## src/rtl/uart_rx_framer.sv

```systemverilog
// Packet framer behind the UART RX FIFO: SOF, LEN, LEN payload bytes, checksum.
// Define UART_RX_FRAMER_TIMEOUT_EN to abort frames after TIMEOUT_CYCLES idle clocks.
//
// state   | meaning
// IDLE    | hunting for SOF, other bytes dropped silently
// LEN     | next byte is the frame length
// PAYLOAD | forwarding payload bytes, counting down remaining
// CSUM    | next byte closes the frame, sum of LEN..CSUM must be 0 mod 256
module uart_rx_framer #(
  parameter int         D_BITS         = 8,
  parameter logic [7:0] SOF            = 8'hAA,
  parameter int         MAX_LEN        = 64,
  parameter int         TIMEOUT_CYCLES = 100_000
) (
  input  logic              i_clk,
  input  logic              reset,
  input  logic [D_BITS-1:0] i_data,
  input  logic              i_dvalid,
  output logic [D_BITS-1:0] o_pl_data,
  output logic              o_pl_valid,
  output logic              o_pl_first,
  output logic              o_pl_last,
  output logic              o_frame_ok,
  output logic              o_frame_err,
  output logic [7:0]        o_len,
  output logic [7:0]        o_err_cnt,
  output logic              o_busy
);

  localparam logic [1:0] ST_IDLE    = 2'd0;
  localparam logic [1:0] ST_LEN     = 2'd1;
  localparam logic [1:0] ST_PAYLOAD = 2'd2;
  localparam logic [1:0] ST_CSUM    = 2'd3;

  localparam logic [7:0] MAX_LEN_B = 8'(MAX_LEN);

  logic [1:0]        state_q, state_d;
  logic [D_BITS-1:0] acc_q, acc_d;
  logic [7:0]        rem_q, rem_d;
  logic [7:0]        len_q, len_d;
  logic [D_BITS-1:0] pl_data_q, pl_data_d;
  logic              pl_valid_q, pl_valid_d;
  logic              pl_first_q, pl_first_d;
  logic              pl_last_q, pl_last_d;
  logic              ok_q, ok_d;
  logic              err_q, err_d;
  logic [7:0]        err_cnt_q, err_cnt_d;
  logic [D_BITS-1:0] csum_sum;

`ifdef UART_RX_FRAMER_TIMEOUT_EN
  localparam int          TW       = $clog2(TIMEOUT_CYCLES + 1);
  localparam logic [TW-1:0] TMO_LAST = TW'(TIMEOUT_CYCLES - 1);
  logic [TW-1:0] tmo_q, tmo_d;
`endif

  assign csum_sum = acc_q + i_data;

  always_comb begin
    state_d    = state_q;
    acc_d      = acc_q;
    rem_d      = rem_q;
    len_d      = len_q;
    pl_data_d  = pl_data_q;
    pl_valid_d = 1'b0;
    pl_first_d = pl_first_q;
    pl_last_d  = pl_last_q;
    ok_d       = 1'b0;
    err_d      = 1'b0;

    if (i_dvalid) begin
      case (state_q)
        ST_IDLE: begin
          if (i_data == SOF) begin
            state_d    = ST_LEN;
            acc_d      = '0;
            pl_first_d = 1'b0;
            pl_last_d  = 1'b0;
          end
        end
        ST_LEN: begin
          len_d = i_data;
          acc_d = i_data;
          if (i_data == 8'd0) begin
            state_d = ST_CSUM;
          end else if (i_data > MAX_LEN_B) begin
            err_d   = 1'b1;
            state_d = ST_IDLE;
          end else begin
            rem_d   = i_data;
            state_d = ST_PAYLOAD;
          end
        end
        ST_PAYLOAD: begin
          pl_data_d  = i_data;
          pl_valid_d = 1'b1;
          // remaining still equals LEN only before the first payload byte
          pl_first_d = (rem_q == len_q);
          pl_last_d  = (rem_q == 8'd1);
          acc_d      = acc_q + i_data;
          rem_d      = rem_q - 8'd1;
          if (rem_q == 8'd1) state_d = ST_CSUM;
        end
        default: begin
          if (csum_sum == '0) ok_d = 1'b1;
          else                err_d = 1'b1;
          state_d = ST_IDLE;
        end
      endcase
    end

`ifdef UART_RX_FRAMER_TIMEOUT_EN
    tmo_d = tmo_q;
    if (state_q == ST_IDLE || i_dvalid) begin
      tmo_d = '0;
    end else if (tmo_q == TMO_LAST) begin
      tmo_d   = '0;
      err_d   = 1'b1;
      state_d = ST_IDLE;
    end else begin
      tmo_d = tmo_q + 1'b1;
    end
`endif

    err_cnt_d = err_cnt_q;
    if (err_d && err_cnt_q != 8'hFF) err_cnt_d = err_cnt_q + 8'd1;
  end

  always_ff @(posedge i_clk or negedge reset) begin
    if (!reset) begin
      state_q    <= ST_IDLE;
      acc_q      <= '0;
      rem_q      <= '0;
      len_q      <= '0;
      pl_data_q  <= '0;
      pl_valid_q <= 1'b0;
      pl_first_q <= 1'b0;
      pl_last_q  <= 1'b0;
      ok_q       <= 1'b0;
      err_q      <= 1'b0;
      err_cnt_q  <= '0;
    end else begin
      state_q    <= state_d;
      acc_q      <= acc_d;
      rem_q      <= rem_d;
      len_q      <= len_d;
      pl_data_q  <= pl_data_d;
      pl_valid_q <= pl_valid_d;
      pl_first_q <= pl_first_d;
      pl_last_q  <= pl_last_d;
      ok_q       <= ok_d;
      err_q      <= err_d;
      err_cnt_q  <= err_cnt_d;
    end
  end

`ifdef UART_RX_FRAMER_TIMEOUT_EN
  always_ff @(posedge i_clk or negedge reset) begin
    if (!reset) tmo_q <= '0;
    else        tmo_q <= tmo_d;
  end
`endif

  assign o_pl_data   = pl_data_q;
  assign o_pl_valid  = pl_valid_q;
  assign o_pl_first  = pl_first_q;
  assign o_pl_last   = pl_last_q;
  assign o_frame_ok  = ok_q;
  assign o_frame_err = err_q;
  assign o_len       = len_q;
  assign o_err_cnt   = err_cnt_q;
  assign o_busy      = (state_q != ST_IDLE);

endmodule

```

## config.mk

```make
export PLATFORM = sky130hd
export DESIGN_NAME = uart_rx_framer
export DESIGN_NICKNAME = d
export VERILOG_FILES = /design/src/rtl/uart_rx_framer.sv
export SDC_FILE = /design/constraint.sdc
export NUM_CORES = 1
export LEC_CHECK = 0
export CORE_MARGIN = 3
export CORE_UTILIZATION = 30
export DETAILED_ROUTE_END_ITERATION = 8
export GPL_TIMING_DRIVEN = 0
export PLACE_DENSITY_LB_ADDON = 0.12
export SYNTH_ARGS = -nofsm -noshare
export SYNTH_HDL_FRONTEND = slang
export SYNTH_SLANG_ARGS = --single-unit
export TNS_END_PERCENT = 30
```

## constraint.sdc

```tcl
create_clock -name i_clk -period 5.8 [get_ports i_clk]
set_input_delay 1.16 -clock i_clk [delete_from_list [all_inputs] [get_ports i_clk]]
set_output_delay 1.16 -clock i_clk [all_outputs]
set_load 0.02 [all_outputs]
```

==> flow_summary.yaml, run 1 <==
timing:
  fmax_mhz: 228
  timing.final.ws_setup_ns: 1.42
  setup_viol: 0
  relSlewSlack_pct: 48.4
  drv_slew: 0
  worst_pin_slew_ns: 0.771
  post-route-period-util_pct: 75.5
  skew_ns: 0.00624
  rsz0062_at_grt: "false"
  tns_ns: 0
  final_hold_viol_count: 0
  period_needed_ns: 4.38
synthesis:
  synth_edf_count: 0
  synth_top_area_cell: "dfrtp_1"
  synthArstFlopShare_pct: 100
  synth_compound_gate_area_share_pct: 14.2
  synth-seq-area-share_pct: 44.1
  ys_dominant_reg_cell: "dfrtp_1"
  synthXorXnorAreaFrac_pct: 7.18
  netlist_top_cells_area: "dfrtp_1, ha_1, mux2_2"
  yosysWarnings: 0
  synth_top_area_share_pct: 44.1
  syn_area_per_cell_um2: 10.3
  yosysUniqueCellTypes: 54
  yosys_register_bits: 47
  synth.mux.area_fraction_pct: 7.70
  synthAdderAreaFrac_pct: 7.32
  syn_inst: 259
  synth_simple_gate_area_share_pct: 16.9
  synth_top_family_by_area: "simple AND/OR/NAND/NOR gates"
  syn-cell-area_um2: 2670
  synth.net_count: 285
layout:
  stdcell_count: 412
  layout-drive-gt1-share_pct: 12.7
  regArea_um2: 1180
  n_fill_cell: 876
  multi_input_area_um2: 1420
  n_antenna_cell: 0
  area_delta_synth_final_pct: 24.5
  final_nets: 332
grt:
  grt_max_degree: 36
  grt_pass1_wl_um: 11400
  grt_pass1_vias: 2104
  antenna_found_initial: 0
  grt_overflow: 0
  grt.total_usage_pct: 14.5
routing:
  drt-total-wl_um: 6610
  ant_nets: 0
  drt_pass1_iterations: 4
  via_count: 2046
  vias_per_cell: 4.97
  drc: 0
  drt-initial-drc-count: 75
  wl_per_cell_um: 16.0
placed_design:
  place_ws_ns: 1.08
  placed_cells: 404
  hpwlAfterDp_um: 4890
  port_buffers: 39
  gp_congestion: 0.766
min_path:
  hp-class: "flop to flop"
  hold_start: "o_pl_first"
run:
  drv_cap: 0
setup_path:
  critPathMaxFanout: 9
  worstSetupEndpointType: "flop"
  cp_data_required_time_ns: 6.00
  crit_start: "i_data[0]"
  cp-start-kind: "input pin"
  cp.arrival_ns: 4.57
  worstSetupPathType: "input pin to flop"
  r2r-start: "acc_q[0]"
power:
  ir_drop_v: 0.000178
  pwr_density_cell_nw_per_um2: 511
  cellLeakagePower_nw: 1.45
status:
  outcome: "finished, final reports clean"
clock_network:
  clkLatencyLatePin_ns: 0.30
  cts_sinks: 47
  post_cts_resized: 0
  cts_tree: "built"
  htreeDepth: 2
  postCtsSetupRepairBufs: 0
  hold_buffers: 0
  clk_pin_slew_worst_paths_ns: 0.09
  clockBufferDepth: 2
  cts_buffers: 5
  cts_root_buf: "clkbuf_8"
floorplanning:
  num_rows: 33
  dieArea_um2: 10100
  initial_core_util_pct: 31.7
  chipWidth_um: 100
  coreArea_um2: 8420
  ios: 41
  fp.dieH_um: 100
Yosys cell counts, types with 2 or more instances:
library cell	n
o22ai_1	3
nor4_1	4
a31oi_1	2
a21o_1	2
xnor2_1	3
or2_2	2
a21oi_1	10
a22oi_1	6
clkbuf_1	6
xor2_1	17
nor2_1	13
o21ai_0	20
nand3_1	4
nand2_1	30
inv_1	9
mux2_2	15
or4_1	2
nor3_1	8
nand4_1	3
a22o_1	5
nor2b_1	3
dfrtp_1	47
ha_1	14
cell usage in the layout, fill, tap and decap left out, types with 2 or more instances in the layout:
cell type        instances
a21o_1                   2
a21oi_1                 10
a22o_1                   5
a22oi_1                  6
a31oi_1                  2
clkbuf_1                 6
clkbuf_8                 7
clkdlybuf4s50_1         38
dfrtp_1                 47
ha_1                    14
inv_1                    9
mux2_2                  15
nand2_1                 30
nand3_1                  4
nand4_1                  3
nor2_1                  13
nor2b_1                  3
nor3_1                   8
nor4_1                   4
o21ai_0                 20
o22ai_1                  3
or2_2                    2
or4_1                    2
xnor2_1                  3
xor2_1                  17
where the power goes:
part           internal [W]  switching, W
combinational      0.000404      0.000456
clock              0.000140      0.000114
sequential         0.000457      0.000125
total               0.00100      0.000696
per-layer routing:
layer  global-route usage [%]  share of wire (%)  up-vias  wire (um)
met5                        0                  0        -          0
li1                         -                  -     1017          -
met4                     4.04                1.2        0         80
met2                     23.0                 47       32       3110
met1                     20.1                 48      991       3180
met3                     3.13                3.8        6        248
per-stage QoR:
step / area (um^2) / hold slack, ns / total power (W) / util, %
2_1_floorplan: 2670 / 0.454 / 0.00114 / -
3_3_place_gp: 3190 / 0.471 / 0.00145 / 37.8
3_5_place_dp: 3200 / 0.477 / 0.00146 / 38.0
4_1_cts: 3320 / 0.499 / 0.00173 / 39.4
5_1_grt: 3320 / 0.536 / 0.00185 / 39.4
6_report: 3320 / 0.487 / 0.00170 / 39.4
state kept, by name, indices dropped and copies added (netlist names):
name         count
acc_q            8
o_err_cnt        8
o_len            8
o_pl_data        8
rem_q            8
state_q          2
o_frame_err      1
o_frame_ok       1
o_pl_first       1
o_pl_last        1
o_pl_valid       1
worst max-delay path, cell delays in order:
cell and delay [ns]:
clkdlybuf4s50_1 0.63, ha_1 0.36, fa_1 0.41, xor2_1 0.18, or4b_1 0.48, or4_4 0.54, nor3_4 0.35, nor3b_1 0.11
mux2_1 0.34
worst paths after layout:
| path | slack, ns | to | depth (start not counted) |
|---|---|---|---|
| max in group asynchronous | 4.54 | o_pl_data[5] | 2 |
| worst min register to register | 0.49 | o_pl_first | 2 |
| worst max-delay path | 1.42 | o_err_cnt[6] | 9 |
| worst min-delay path | 0.49 | o_pl_first | 2 |
| worst max register to register | 2.67 | o_err_cnt[6] | 8 |
| min in group asynchronous | 0.75 | rem_q[7] | 1 |
kinds of logic after synthesis:
group / after synthesis
AOI/OAI and AO/OA: 57
adders and majority gates: 15
DFF: 47
xor gates and xnor gates: 21
buffers and inverters: 16
muxes: 18
and+or+nand+nor: 85
area by class of cell:
| cell class | instances | area share (%) |
|---|---|---|
| buffer | 7 | 1.09 |
| clock inverter | 2 | 1.06 |
| clock buffer | 6 | 2.49 |
| timing repair buffer | 40 | 12.2 |
| inverter | 9 | 1.02 |
| sequential | 47 | 35.4 |
| multi-input combinational | 196 | 42.8 |
| tap | 105 | 3.96 |
No activity file was read; power rests on OpenSTA's default activity.
==> inputs of run 2 (changes only) <==
==> constraint.sdc (replaced) <==
create_clock -name i_clk -period 3.7 [get_ports i_clk]
set_input_delay 0.74 -clock i_clk [delete_from_list [all_inputs] [get_ports i_clk]]
set_output_delay 0.74 -clock i_clk [all_outputs]
set_load 0.02 [all_outputs]
==> flow_summary.yaml, run 2 (synthesis results as in run 1) <==
clock_network:
  clockBufferDepth: 2
  cts_sinks: 47
  cts_tree: "built"
  cts_buffers: 5
  clkLatencyLatePin_ns: 0.31
  htreeDepth: 2
  cts_root_buf: "clkbuf_8"
  clk_pin_slew_worst_paths_ns: 0.09
min_path:
  hp-class: "input pin to asynchronous set/reset pin"
setup_path:
  cp_data_required_time_ns: 3.90
  max_stage_delay_ns: 0.54
  rrSetupSlack_ns: 0.67
  slowest_stage: "or4_4"
  crit_start: "i_data[0]"
  cp.arrival_ns: 3.74
  cp-start-kind: "input pin"
  critPathMaxFanout: 8
  worstSetupPathType: "input pin to flop"
  path_cells: "dlygate4sd2_1, ha_1, fa_1, xor2_1, or4b_1, or4_4, nor3_4, nor3b_1, mux2_1"
  worstSetupEndpointType: "flop"
  r2r-start: "acc_q[0]"
grt:
  grt_pass1_vias: 2124
  grt_overflow: 0
  antenna_found_initial: 0
  grt.total_usage_pct: 14.6
  grt_max_degree: 36
  grt_pass1_wl_um: 11500
floorplanning:
  fp.dieH_um: 100
  dieArea_um2: 10100
  chipWidth_um: 100
  num_rows: 33
  coreArea_um2: 8420
  ios: 41
  initial_core_util_pct: 31.7
timing:
  post-route-period-util_pct: 95.7
  setup_viol: 0
  rsz0062_at_grt: "false"
  drv_slew: 0
  worst_pin_slew_ns: 0.766
  period_needed_ns: 3.54
  skew_ns: 0.00730
  relSlewSlack_pct: 48.7
  fmax_mhz: 282
  final_hold_viol_count: 0
routing:
  drt-initial-drc-count: 98
  drt-total-wl_um: 6630
  drt_pass1_iterations: 4
  wl_per_cell_um: 16.0
  ant_nets: 0
  vias_per_cell: 4.95
  via_count: 2051
  drc: 0
power:
  ir_drop_v: 0.000280
  pwr_density_cell_nw_per_um2: 798
  cellLeakagePower_nw: 1.47
layout:
  final_cell_area_um2: 3330
  final_common_cell: "dfrtp_1"
  layout-drive-gt1-share_pct: 13.3
  stdcell_count: 414
  final_nets: 334
  area_delta_synth_final_pct: 25.1
  layout_common_cells: "dfrtp_1, clkdlybuf4s50_1, nand2_1"
  n_fill_cell: 879
  n_antenna_cell: 0
  multi_input_area_um2: 1420
  regArea_um2: 1180
run:
  drv_cap: 0
placed_design:
  port_buffers: 39
  placed_cells: 404
  gp_congestion: 0.766
  placed_area_um2: 3200
  hpwlAfterDp_um: 4890
status:
  outcome: "finished, final reports clean"
run 2: cell types whose count changed in the layout (fill, tap and decap cells not counted), sizes merged:
cell,before,now
buf,2,4
dlygate4sd2,0,1
clkdlybuf4s50,38,37
run 2: critical path: cells and delay by family:
family | cells | cell delay (ns)
buffers and inverters | 1 | 0.37
adder cells (fa/ha/maj) | 2 | 0.72
AND/OR/NAND/NOR | 4 | 1.39
multiplexers | 1 | 0.34
XOR/XNOR | 1 | 0.18
run 2: routing by layer:
metal	track usage (%)	up-vias	part of all wire (%)
li1	-	1021	-
met1	20.2	990	49
met2	23.2	34	46
met3	3.13	6	3.7
met4	4.04	0	1.2
met5	0	-	0
run 2: layout make-up:
class	instances	share of cell area (%)
repair buffers	42	12.6
clock inverters	2	1.05
clock buffers	6	2.48
plain buffers	7	1.09
multi-input cells	196	42.6
flip-flops and latches	47	35.3
well taps	105	3.94
inverters	9	1.01
run 2: timing repair:
| item | CTS | global route |
|---|---|---|
| buffers inserted | 2 | 0 |
| gates cloned | 0 | 0 |
| hold buffers | 0 | 0 |
| gates resized for setup | 1 | 0 |
| pin swaps | 1 | 1 |
| endpoints found under the setup margin | 8 | 5 |
run 2: final timing paths:
kind / endpoint / cells past startpoint
max: o_err_cnt[6] / 9
min: rem_q[7] / 1
max reg2reg: o_err_cnt[6] / 8
min reg2reg: o_pl_first / 2
max in group asynchronous: o_pl_data[3] / 2
min in group i_clk: o_pl_first / 2
run 2: report_power, final:
part | internal (W) | total, W | leakage (nW) | switching, W
combinational | 0.000633 | 0.00135 | 0.812 | 0.000716
sequential | 0.000717 | 0.000914 | 0.594 | 0.000197
clock | 0.000219 | 0.000399 | 0.0612 | 0.000180
run 2: through the flow:
step                power (W)  hold slack (ns)  util [%]  setup slack [ns]  TNS, ns
global route          0.00290            0.336      39.6            0.0161        0
floorplan             0.00178            0.444         -             0.414        0
global placement      0.00228            0.471      37.8            -0.599    -4.40
CTS                   0.00270            0.336      39.6            0.0898        0
detailed placement    0.00229            0.477      38.0            -0.598    -4.43
finish                0.00266            0.326      39.6             0.159        0
==> inputs of run 3 (changes only) <==
--- a/config.mk
+++ b/config.mk
@@ -5,8 +5,10 @@
 export SDC_FILE = /design/constraint.sdc
 export NUM_CORES = 1
 export LEC_CHECK = 0
+export ABC_AREA = 1
 export CORE_MARGIN = 3
 export CORE_UTILIZATION = 30
+export CTS_CLUSTER_SIZE = 8
 export DETAILED_ROUTE_END_ITERATION = 8
 export GPL_TIMING_DRIVEN = 0
 export PLACE_DENSITY_LB_ADDON = 0.12
==> flow_summary.yaml, run 3 <==
synthesis:
  synth.net_count: 405
  yosys_register_bits: 47
  synth_top_area_share_pct: 39.9
  synth_most_common_cell: "nand2_1"
  netlist_top_cells_area: "dfrtp_1, nand2_1, ha_1"
  synth_top_area_cell: "dfrtp_1"
  syn_area_per_cell_um2: 7.77
  yosysUniqueCellTypes: 32
  ys_dominant_reg_cell: "dfrtp_1"
  synthArstFlopShare_pct: 100
  yosysWarnings: 0
  synth-seq-area-share_pct: 39.9
  syn_inst: 379
  synth_edf_count: 0
  synth_commonest_cells: "nand2_1, dfrtp_1, inv_1"
  syn-cell-area_um2: 2940
setup_path:
  critPathMaxFanout: 10
  cp_data_required_time_ns: 3.92
  cp-start-kind: "input pin"
  ff2ff_path_depth: 13
  cp_common_cell: "nand2_1"
  cp.depth: 14
  crit_buf_inv: 2
  r2r-start: "acc_q[0]"
  slowest_stage: "clkdlybuf4s50_1"
  path_delay_family: "simple AND/OR/NAND/NOR gates"
  cp.arrival_ns: 2.84
  worstSetupPathType: "input pin to flop"
  max_stage_delay_ns: 0.47
  worstSetupEndpointType: "flop"
  path_cells: "clkdlybuf4s50_1, ha_1, fa_1, nand2_1, nand2_1, nand2_1, nand2_1, nand2_1, nand3_1, nor2_2, nand2_2, buf_6, nand4_1, nand2_1"
  critPathCapture: "o_err_cnt[5]"
  rr_endpoint: "o_err_cnt[5]"
  rrSetupSlack_ns: 1.64
  crit_start: "i_data[0]"
timing:
  rsz0062_at_grt: "false"
  period_needed_ns: 2.62
  fmax_mhz: 382
  hold_slack_ns: 0.365
  skew_ns: 0.00761
  drv_slew: 0
  tns_ns: 0
  setup_viol: 0
  post-route-period-util_pct: 70.8
  relSlewSlack_pct: 64.5
  final_hold_viol_count: 0
  worst_pin_slew_ns: 0.532
floorplanning:
  coreArea_um2: 9370
  num_rows: 35
  dieArea_um2: 11000
  ios: 41
  fp.dieH_um: 105
  initial_core_util_pct: 31.4
  chipWidth_um: 105
routing:
  ant_nets: 0
  drt-total-wl_um: 7530
  drt-initial-drc-count: 69
  drt_pass1_iterations: 4
  vias_per_cell: 4.58
  wl_per_cell_um: 13.5
  via_count: 2547
  drc: 0
layout:
  final_nets: 452
  n_antenna_cell: 0
  layout_common_cells: "nand2_1, dfrtp_1, inv_1"
  final_common_cell: "nand2_1"
  regArea_um2: 1180
  layout-drive-gt1-share_pct: 10.8
  final_cell_area_um2: 3630
  n_fill_cell: 1013
  stdcell_count: 556
  area_delta_synth_final_pct: 23.2
  multi_input_area_um2: 1550
grt:
  grt_max_degree: 32
  grt.total_usage_pct: 14.7
  grt_pass1_vias: 2560
  grt_pass1_wl_um: 13200
  antenna_found_initial: 0
  grt_overflow: 0
clock_network:
  clockBufferDepth: 2
  hold_buffers: 0
  cts_sinks: 47
  clkLatencyLatePin_ns: 0.31
  post_cts_resized: 0
  postCtsSetupRepairBufs: 0
  cts_tree: "built"
  htreeDepth: 2
  clk_pin_slew_worst_paths_ns: 0.11
  cts_root_buf: "clkbuf_8"
  cts_buffers: 5
placed_design:
  placed_area_um2: 3510
  port_buffers: 39
  gp_congestion: 0.785
  hpwlAfterDp_um: 5760
  placed_cells: 548
status:
  outcome: "finished, final reports clean"
min_path:
  hp-class: "input pin to asynchronous set/reset pin"
power:
  pwr_density_cell_nw_per_um2: 750
  ir_drop_v: 0.000201
  cellLeakagePower_nw: 1.82
run:
  drv_cap: 0
run 3: cell count changes after synthesis, sizes merged, moves of 4 or more:
cell / delta
nor2: +13
a22oi: -6
a21oi: -4
o21ai: +15
a22o: -6
buf: +5
inv: +36
xor2: -5
mux2: -17
nand2: +98
clkbuf: -4
nand3: +20
nand4: +6
run 3: layout make-up:
| type | count | area share (%) |
|---|---|---|
| plain buffers | 8 | 1.31 |
| flip-flops and latches | 47 | 32.4 |
| well taps | 129 | 4.45 |
| repair buffers | 40 | 11.2 |
| multi-input cells | 279 | 42.8 |
| clock inverters | 3 | 1.28 |
| clock buffers | 5 | 1.90 |
| inverters | 45 | 4.66 |
run 3: power breakdown:
part / internal [W] / switching (W) / leakage, nW
clock: 0.000204 / 0.000207 / 0.0548
sequential: 0.000710 / 0.000187 / 0.611
combinational: 0.000592 / 0.000820 / 1.16
total: 0.00151 / 0.00121 / 1.82
run 3: worst reg2reg max path: cells and delay by family (launching register included):
family	cells	cell delay [ns]
fa+ha+maj	2	0.62
buf+inv	1	0.14
flops	1	0.40
simple gates	10	0.82
run 3: how the worst min path moves through the flow:
stage          slack (ns)  depth (start not counted)      from       end
3_5_place_dp         0.47                          2  acc_q[2]  acc_q[2]
2_1_floorplan        0.44                          0     reset  acc_q[0]
4_1_cts              0.38                          1     reset  o_len[1]
3_3_place_gp         0.47                          2  acc_q[3]  acc_q[3]
5_1_grt              0.38                          1     reset  acc_q[6]
6_report             0.37                          1     reset  o_len[1]
run 3: metal layers:
layer	global-route usage, %	up-vias	routed length, um
met3	2.35	6	223
li1	-	1308	-
met5	0	-	0
met4	3.19	0	65
met2	23.6	52	3500
met1	20.9	1181	3740
run 3: stage by stage:
| step | power [W] | utilization [%] | setup WS [ns] |
|---|---|---|---|
| final | 0.00272 | 38.7 | 1.08 |
| after global routing | 0.00300 | 38.7 | 0.872 |
| after CTS | 0.00275 | 38.7 | 1.05 |
| after detailed placement | 0.00234 | 37.5 | 0.714 |
| after global placement | 0.00232 | 37.3 | 0.356 |
| after floorplan | 0.00185 | - | 1.46 |
run 3: logic make-up (layout without fill, tap and decap cells):
family                     Yosys count  after routing  synth area share [%]
and+or+nand+nor                    201            201                  31.7
xor gates and xnor gates            18             18                  5.35
DFF                                 47             47                  39.9
AOI/OAI and AO/OA                   45             45                  8.97
buffers and inverters               53            101                  7.35
adders and majority gates           15             15                  6.63
